===== config.mk =====
export PLATFORM = sky130hd
export DESIGN_NAME = mu_pool_force_flat
export DESIGN_NICKNAME = d
export VERILOG_FILES = /design/src/rtl/mu_pool_force_if.sv /design/src/rtl/mu_pool_force.sv /design/src/flat_wrapper.sv
export SDC_FILE = /design/constraint.sdc
export NUM_CORES = 2
export LEC_CHECK = 0
export BUFFER_PORTS_ARGS = -buffer_cell sky130_fd_sc_hd__buf_2
export CAP_MARGIN = 20
export CORE_MARGIN = 5
export CORE_UTILIZATION = 55
export CTS_CLUSTER_SIZE = 14
export DETAILED_ROUTE_END_ITERATION = 8
export PLACE_DENSITY = 0.71
export SLEW_MARGIN = 0
export SYNTH_ARGS = -nofsm -noshare
export SYNTH_HDL_FRONTEND = slang
export SYNTH_SLANG_ARGS = --single-unit

===== constraint.sdc =====
create_clock -name sim_clk -period 41.8 [get_ports sim_clk]
set_input_delay 2.09 -clock sim_clk [delete_from_list [all_inputs] [get_ports sim_clk]]
set_output_delay 2.09 -clock sim_clk [all_outputs]
set_load 0.1 [all_outputs]

===== src/rtl/mu_pool_force_if.sv =====
//------------------------------------------------------------------------------
// Module   : mu_pool_force_if
// Brief    : Spike-in / force-out bus of the motor-unit pool force block.
//            MP_EMG_EN adds the emg_out signal.
// Revision : 1.0 - initial release
//------------------------------------------------------------------------------
`default_nettype none

interface mu_pool_force_if #(
   parameter int NCH = 4,
   parameter int CW  = 16
);
   localparam int LG = $clog2(NCH);

   logic [NCH-1:0] spike_in;
   logic           tick;
   logic [15:0]    gain;
   logic [4:0]     tau_shift;
   logic [NCH-1:0] ch_enable;
   logic [LG-1:0]  act_sel;
   logic [31:0]    act_rd;
   logic [31:0]    force_out;
   logic           force_valid;
   logic           busy;
   logic           tick_overrun;
`ifdef MP_EMG_EN
   logic [CW+LG-1:0] emg_out;

   modport master (
      output spike_in, tick, gain, tau_shift, ch_enable, act_sel,
      input  act_rd, force_out, force_valid, busy, tick_overrun, emg_out
   );
   modport slave (
      input  spike_in, tick, gain, tau_shift, ch_enable, act_sel,
      output act_rd, force_out, force_valid, busy, tick_overrun, emg_out
   );
`else
   modport master (
      output spike_in, tick, gain, tau_shift, ch_enable, act_sel,
      input  act_rd, force_out, force_valid, busy, tick_overrun
   );
   modport slave (
      input  spike_in, tick, gain, tau_shift, ch_enable, act_sel,
      output act_rd, force_out, force_valid, busy, tick_overrun
   );
`endif

endinterface

`default_nettype wire


===== src/rtl/mu_pool_force.sv =====
//------------------------------------------------------------------------------
// Module   : mu_pool_force
// Brief    : NCH motor-unit channels (spike count -> gain -> activation filter)
//            time-multiplexed onto one datapath; saturated total force per
//            window. Optional macro MP_EMG_EN adds the emg_out spike sum.
// Revision : 1.0 - initial release
//------------------------------------------------------------------------------
`default_nettype none

module mu_pool_force #(
   parameter int NCH = 4,
   parameter int CW  = 16
) (
   input  wire logic       sim_clk,
   input  wire logic       reset_sim,
   mu_pool_force_if.slave  bus
);
   localparam int LG  = $clog2(NCH);
   localparam int ACW = 32 + LG;

   typedef enum logic [1:0] {
      IDLE = 2'd0,
      UPD  = 2'd1,
      DONE = 2'd2
   } state_t;

   state_t          r_state;
   logic [LG-1:0]   r_idx;
   logic [ACW-1:0]  r_acc;
   logic            r_pending;
   logic [31:0]     r_force;
   logic            r_force_valid;
   logic            r_busy;
   logic            r_overrun;
   logic [31:0]     r_act_rd;
   logic [CW-1:0]   r_cnt  [NCH];
   logic [CW-1:0]   r_snap [NCH];
   logic [31:0]     r_act  [NCH];

   logic               w_take_snap;
   logic               w_restart;
   logic [CW-1:0]      w_snap_cur;
   logic [31:0]        w_act_cur;
   logic [31:0]        w_prod;
   logic [31:0]        w_target;
   logic signed [32:0] w_diff;
   logic signed [32:0] w_step;
   logic signed [32:0] w_sum;
   logic [31:0]        w_act_new;

   // A tick landing on DONE is served exactly like a pending one.
   assign w_restart   = (r_state == DONE) && (r_pending || bus.tick);
   assign w_take_snap = ((r_state == IDLE) && bus.tick) || w_restart;

   assign w_snap_cur = r_snap[r_idx];
   assign w_act_cur  = r_act[r_idx];
   assign w_prod     = 32'(w_snap_cur) * 32'(bus.gain);
   assign w_target   = !bus.ch_enable[r_idx] ? 32'd0 :
                       (w_prod[31] ? 32'h7FFF_FFFF : w_prod);
   assign w_diff     = $signed({1'b0, w_target}) - $signed({1'b0, w_act_cur});
   assign w_step     = w_diff >>> bus.tau_shift;
   assign w_sum      = $signed({1'b0, w_act_cur}) + w_step;
   assign w_act_new  = w_sum[32] ? 32'd0 :
                       (w_sum[31] ? 32'h7FFF_FFFF : w_sum[31:0]);

   always_ff @(posedge sim_clk or posedge reset_sim) begin
      if (reset_sim) begin
         for (int i = 0; i < NCH; i++) begin
            r_cnt[i]  <= '0;
            r_snap[i] <= '0;
            r_act[i]  <= '0;
         end
         r_act_rd <= '0;
      end else begin
         for (int i = 0; i < NCH; i++) begin
            if (w_take_snap) begin
               r_snap[i] <= r_cnt[i];
               r_cnt[i]  <= CW'(bus.spike_in[i]);
            end else if (bus.spike_in[i] && (r_cnt[i] != {CW{1'b1}})) begin
               r_cnt[i] <= r_cnt[i] + 1'b1;
            end
            if ((r_state == UPD) && (r_idx == LG'(i)))
               r_act[i] <= w_act_new;
         end
         r_act_rd <= r_act[bus.act_sel];
      end
   end

   always_ff @(posedge sim_clk or posedge reset_sim) begin
      if (reset_sim) begin
         r_state       <= IDLE;
         r_idx         <= '0;
         r_acc         <= '0;
         r_pending     <= 1'b0;
         r_force       <= '0;
         r_force_valid <= 1'b0;
         r_busy        <= 1'b0;
         r_overrun     <= 1'b0;
      end else begin
         r_force_valid <= 1'b0;
         case (r_state)
            IDLE: begin
               if (bus.tick) begin
                  r_acc   <= '0;
                  r_idx   <= '0;
                  r_busy  <= 1'b1;
                  r_state <= UPD;
               end
            end
            UPD: begin
               if (bus.tick) begin
                  if (r_pending) r_overrun <= 1'b1;
                  else           r_pending <= 1'b1;
               end
               r_acc <= r_acc + ACW'(w_act_new);
               r_idx <= r_idx + 1'b1;
               if (r_idx == LG'(NCH - 1))
                  r_state <= DONE;
            end
            DONE: begin
               r_force       <= (|r_acc[ACW-1:32]) ? 32'hFFFF_FFFF : r_acc[31:0];
               r_force_valid <= 1'b1;
               if (w_restart) begin
                  if (r_pending && bus.tick) r_overrun <= 1'b1;
                  r_pending <= 1'b0;
                  r_acc     <= '0;
                  r_idx     <= '0;
                  r_state   <= UPD;
               end else begin
                  r_busy  <= 1'b0;
                  r_state <= IDLE;
               end
            end
            default: r_state <= IDLE;
         endcase
      end
   end

`ifdef MP_EMG_EN
   localparam int EW = CW + LG;
   logic [EW-1:0] r_emg_acc;
   logic [EW-1:0] r_emg;

   always_ff @(posedge sim_clk or posedge reset_sim) begin
      if (reset_sim) begin
         r_emg_acc <= '0;
         r_emg     <= '0;
      end else begin
         if (r_state == DONE) r_emg <= r_emg_acc;
         if (w_take_snap)
            r_emg_acc <= '0;
         else if ((r_state == UPD) && bus.ch_enable[r_idx])
            r_emg_acc <= r_emg_acc + EW'(w_snap_cur);
      end
   end

   assign bus.emg_out = r_emg;
`endif

   assign bus.act_rd       = r_act_rd;
   assign bus.force_out    = r_force;
   assign bus.force_valid  = r_force_valid;
   assign bus.busy         = r_busy;
   assign bus.tick_overrun = r_overrun;

endmodule

`default_nettype wire

===== src/flat_wrapper.sv =====
// flat-port wrapper written by rule: the top's interface ports become plain ports
module mu_pool_force_flat 
#(
   parameter int NCH = 4,
   parameter int CW  = 16
)
  (sim_clk, reset_sim, bus_spike_in, bus_tick, bus_gain, bus_tau_shift, bus_ch_enable, bus_act_sel, bus_act_rd, bus_force_out, bus_force_valid, bus_busy, bus_tick_overrun);
  mu_pool_force_if #(.NCH(NCH), .CW(CW)) bus_i ();
  input  wire logic sim_clk;
  input  wire logic reset_sim;
  input wire logic [$bits(bus_i.spike_in)-1:0] bus_spike_in;
  input wire logic [$bits(bus_i.tick)-1:0] bus_tick;
  input wire logic [$bits(bus_i.gain)-1:0] bus_gain;
  input wire logic [$bits(bus_i.tau_shift)-1:0] bus_tau_shift;
  input wire logic [$bits(bus_i.ch_enable)-1:0] bus_ch_enable;
  input wire logic [$bits(bus_i.act_sel)-1:0] bus_act_sel;
  output wire logic [$bits(bus_i.act_rd)-1:0] bus_act_rd;
  output wire logic [$bits(bus_i.force_out)-1:0] bus_force_out;
  output wire logic [$bits(bus_i.force_valid)-1:0] bus_force_valid;
  output wire logic [$bits(bus_i.busy)-1:0] bus_busy;
  output wire logic [$bits(bus_i.tick_overrun)-1:0] bus_tick_overrun;
  assign bus_i.spike_in = bus_spike_in;
  assign bus_i.tick = bus_tick;
  assign bus_i.gain = bus_gain;
  assign bus_i.tau_shift = bus_tau_shift;
  assign bus_i.ch_enable = bus_ch_enable;
  assign bus_i.act_sel = bus_act_sel;
  assign bus_act_rd = bus_i.act_rd;
  assign bus_force_out = bus_i.force_out;
  assign bus_force_valid = bus_i.force_valid;
  assign bus_busy = bus_i.busy;
  assign bus_tick_overrun = bus_i.tick_overrun;
  mu_pool_force #(.NCH(NCH), .CW(CW)) u_core (.sim_clk(sim_clk), .reset_sim(reset_sim), .bus(bus_i));
endmodule

==> summary.txt <==
Place
  – Hpwl dp: about 67 mm
  – Gp weighted congestion: roughly 0.97
  – Setup slack at placement: around 23 ns
  – # placed instances: 4162
  – I/O Buffers: just under 100

CTS
  – CTS resizes: 0
  – CTS Buf Count: 35
  – Clock buffer depth: 3
  – H-tree Lvls: 2
  – Clk pin slew, worst setup/hold paths: around 0.06 ns
  – CTS Sinks: around 360
  – Root buffer cell: clkbuf_16
  – CTS tree: built
  – Worst-skew pair later-pin latency: 0.53 ns
  – Post-CTS setup buffers: 0
  – # hold bufs at CTS: 0

Yosys
  – Post-synthesis sequential area ratio: 0.284
  – Main flop type after synthesis: dfrtp_1
  – Async set or reset register ratio after synthesis: 1.00
  – Flops & latches, synth: about 360
  – Top cells by area, synth: dfrtp_1, fa_1, ha_1, nand2_1, mux4_2
  – Post-synthesis net count: around 3900
  – Post-Syn Area per Cell: slightly above 9 um2
  – Top cell type by total area after synthesis: dfrtp_1
  – Top cell type's share of synthesized area: 0.284
  – Synth warnings: 0
  – Synth cell types: between 80 and 90
  – Mapped Area: 31500 um2
  – Syn Inst Count: roughly 3500
  – EDFF count, synth: 0

GRT
  – Initial antenna violation count: 1
  – Number of global-route vias before repair: between 20000 and 30000
  – GR Overflow Total: 0
  – First-pass GRT wire length: around 140 mm
  – Largest net degree at the start of global routing: approximately 190
  – Total Routing Usage GR: 0.280

Worst setup path
  – FF-to-FF path depth: 62
  – Crit. End Element: flop
  – Worst r2r src: u_core.r_idx[1]
  – CP startpoint kind: flop
  – Max FO, Critical Path: 52
  – Most frequent CP cell: fa_1
  – R2R Setup Slk: ~23 ns
  – Worst reg2reg path endpoint: u_core.r_acc[30]
  – Slowest cell delay on critical path: ~0.82 ns
  – Worst Setup EP: u_core.r_acc[30]
  – CP max stage cell: mux4_2
  – WP data arrival: about 19 ns
  – Crit path from: u_core.r_idx[1]
  – Worst EP required: roughly 42 ns
  – Setup CP Type: reg -> reg

STA
  – Slew HR: 0.265
  – Setup tns final: 0 ns
  – Setup Viol. Count Final: 0
  – Maximum clock rate: around 54 MHz
  – Post-route setup slack: ~23 ns
  – RSZ-0062 raised after global routing: false
  – Final hold vios: 0
  – Post-route clock period utilization: 0.441
  – Max-slew violation count: 0
  – Tightest hold margin: ~0.47 ns
  – Worst-margin pin slew: roughly 1.1 ns
  – Final Skew: about 0.024 ns
  – Final Critical Period: approximately 18 ns

Layout
  – Antenna fix cells: 0
  – Share of layout cells above drive strength 1: 0.0942
  – Fin nets: about 3900
  – # fillers: between 4000 and 5000
  – P&R area growth vs syn: 6.82%
  – Non-Filler Instances: ~4200

Floorplan
  – Site Rows: 87
  – Die W: around 250 um
  – Top Ports: 101
  – Die Span Y: around 250 um
  – Starting Density: 0.557
  – Core area: between 50000 and 60000 um2
  – Die area: 62100 um2

Route
  – Met1 WL: between 30 and 40 mm
  – Metal3 WL: between 6 and 7 mm
  – Vias: between 20000 and 30000
  – Routed wire length: 88.7 mm
  – Routed WL per cell: around 21 um
  – DR iter-0 viols: roughly 2200
  – Routed wl met2: between 40 and 50 mm
  – Number of nets with antenna violations after routing: 0
  – Top Layer Used: met5
  – 1st-pass router iterations: 7
  – DR vias/cell: between 6 and 7
  – DRC Markers: 0

Job
  – Max-cap viol count: 0

Run status
  – Status: completed

Worst hold path
  – Hold WC Path Type: reg -> reg
registers in the layout, indices dropped and copies added (netlist names):
signal,cells
u_core.bus.act_rd,31
u_core.bus.busy,1
u_core.bus.force_out,32
u_core.bus.force_valid,1
u_core.bus.tick_overrun,1
u_core.r_acc,34
u_core.r_act,124
u_core.r_cnt,64
u_core.r_idx,2
u_core.r_pending,1
u_core.r_snap,64
u_core.r_state,2
worst min-delay path by stage:
stage | end | cells after the start | slack, ns | from
2_1_floorplan | u_core.r_snap[41] | 2 | 0.44 | u_core.r_snap[41]
6_report | u_core.r_snap[13] | 2 | 0.47 | u_core.r_snap[13]
5_1_grt | u_core.r_snap[15] | 2 | 0.49 | u_core.r_snap[15]
4_1_cts | u_core.r_snap[13] | 2 | 0.47 | u_core.r_snap[13]
3_5_place_dp | u_core.bus.tick_overrun | 1 | 0.45 | u_core.bus.tick_overrun
3_3_place_gp | u_core.bus.tick_overrun | 1 | 0.45 | u_core.bus.tick_overrun
placed cells by master (no fill, tap or decap), types with 22 or more instances in the layout:
| cell | instances |
|---|---|
| nand2_1 | 585 |
| a211oi_1 | 27 |
| o22a_1 | 35 |
| a31oi_1 | 24 |
| xor2_1 | 66 |
| nand4_1 | 23 |
| xnor2_1 | 75 |
| nand3_1 | 90 |
| nor2_1 | 139 |
| o211ai_1 | 34 |
| inv_1 | 311 |
| or3_1 | 31 |
| nor3_1 | 34 |
| buf_4 | 23 |
| o31ai_1 | 39 |
| o21ai_0 | 241 |
| fa_1 | 197 |
| clkbuf_16 | 36 |
| buf_2 | 99 |
| and3_1 | 22 |
| dfrtp_1 | 355 |
| a21o_1 | 54 |
| a21oi_1 | 174 |
| mux4_2 | 90 |
| and2_1 | 136 |
| mux2i_1 | 37 |
| ha_1 | 205 |
per-layer routing:
layer  global-route usage  vias up
li1                     -    11900
met1                0.398    12900
met2                0.440      986
met3               0.0542      164
met4               0.0886        2
met5                    0        -
kinds of logic after synthesis:
kind of cell | Yosys count | share of synthesized area
other cells | 1 | 0.000119
mux | 147 | 0.0833
xor+xnor | 142 | 0.0395
fa+ha+maj | 402 | 0.207
buf+inv | 500 | 0.0602
simple gates | 1136 | 0.165
compound gates | 784 | 0.161
flops | 357 | 0.284
worst max-delay path, delay by kind of cell (launching register included):
family / cells / cell delay, ns
XOR/XNOR: 3 / 0.49
flip-flops: 1 / 0.34
buffers and inverters: 9 / 1.81
AND/OR/NAND/NOR: 6 / 0.96
adder cells (fa/ha/maj): 12 / 4.94
AO/OA/AOI/OAI: 31 / 8.89
multiplexers: 1 / 0.82
cell usage after synthesis (all sizes together) (6+ instances only):
cell	instances
nand4	23
o21bai	21
nand2	587
and2	136
or2	7
a211o	9
nand3b	6
o211a	9
nor2b	9
o31a	8
a21oi	175
mux2i	37
o21a	18
clkbuf	157
or3	31
o22a	35
fa	197
o211ai	34
o31ai	45
o21ai	244
a221oi	8
buf	29
mux2	20
a21boi	6
ha	205
inv	313
o221ai	8
nor3	34
nand2b	21
nor2	142
a31oi	24
dfrtp	357
a21o	54
mux4	90
and3	22
xor2	66
a211oi	27
xnor2	76
nand3	90
metrics by stage:
stage / util / instance area [um2]
after global placement: 0.574 / 32400
after global routing: 0.595 / 33600
after floorplan: - / 31500
after detailed placement: 0.574 / 32400
final: 0.595 / 33600
after CTS: 0.594 / 33500
layout make-up:
class,instances,area (um2),share of cell area
inverters,314,1190,0.0353
clock inverters,7,53.8,0.00160
clock buffers,53,1040,0.0311
flip-flops and latches,357,8940,0.266
well taps,756,946,0.0281
multi-input cells,2612,20700,0.615
repair buffers,127,776,0.0231
Power is left out: the tool's default activity adds up to more than one toggle a clock period on the data nets, which glitch-free logic cannot reach.
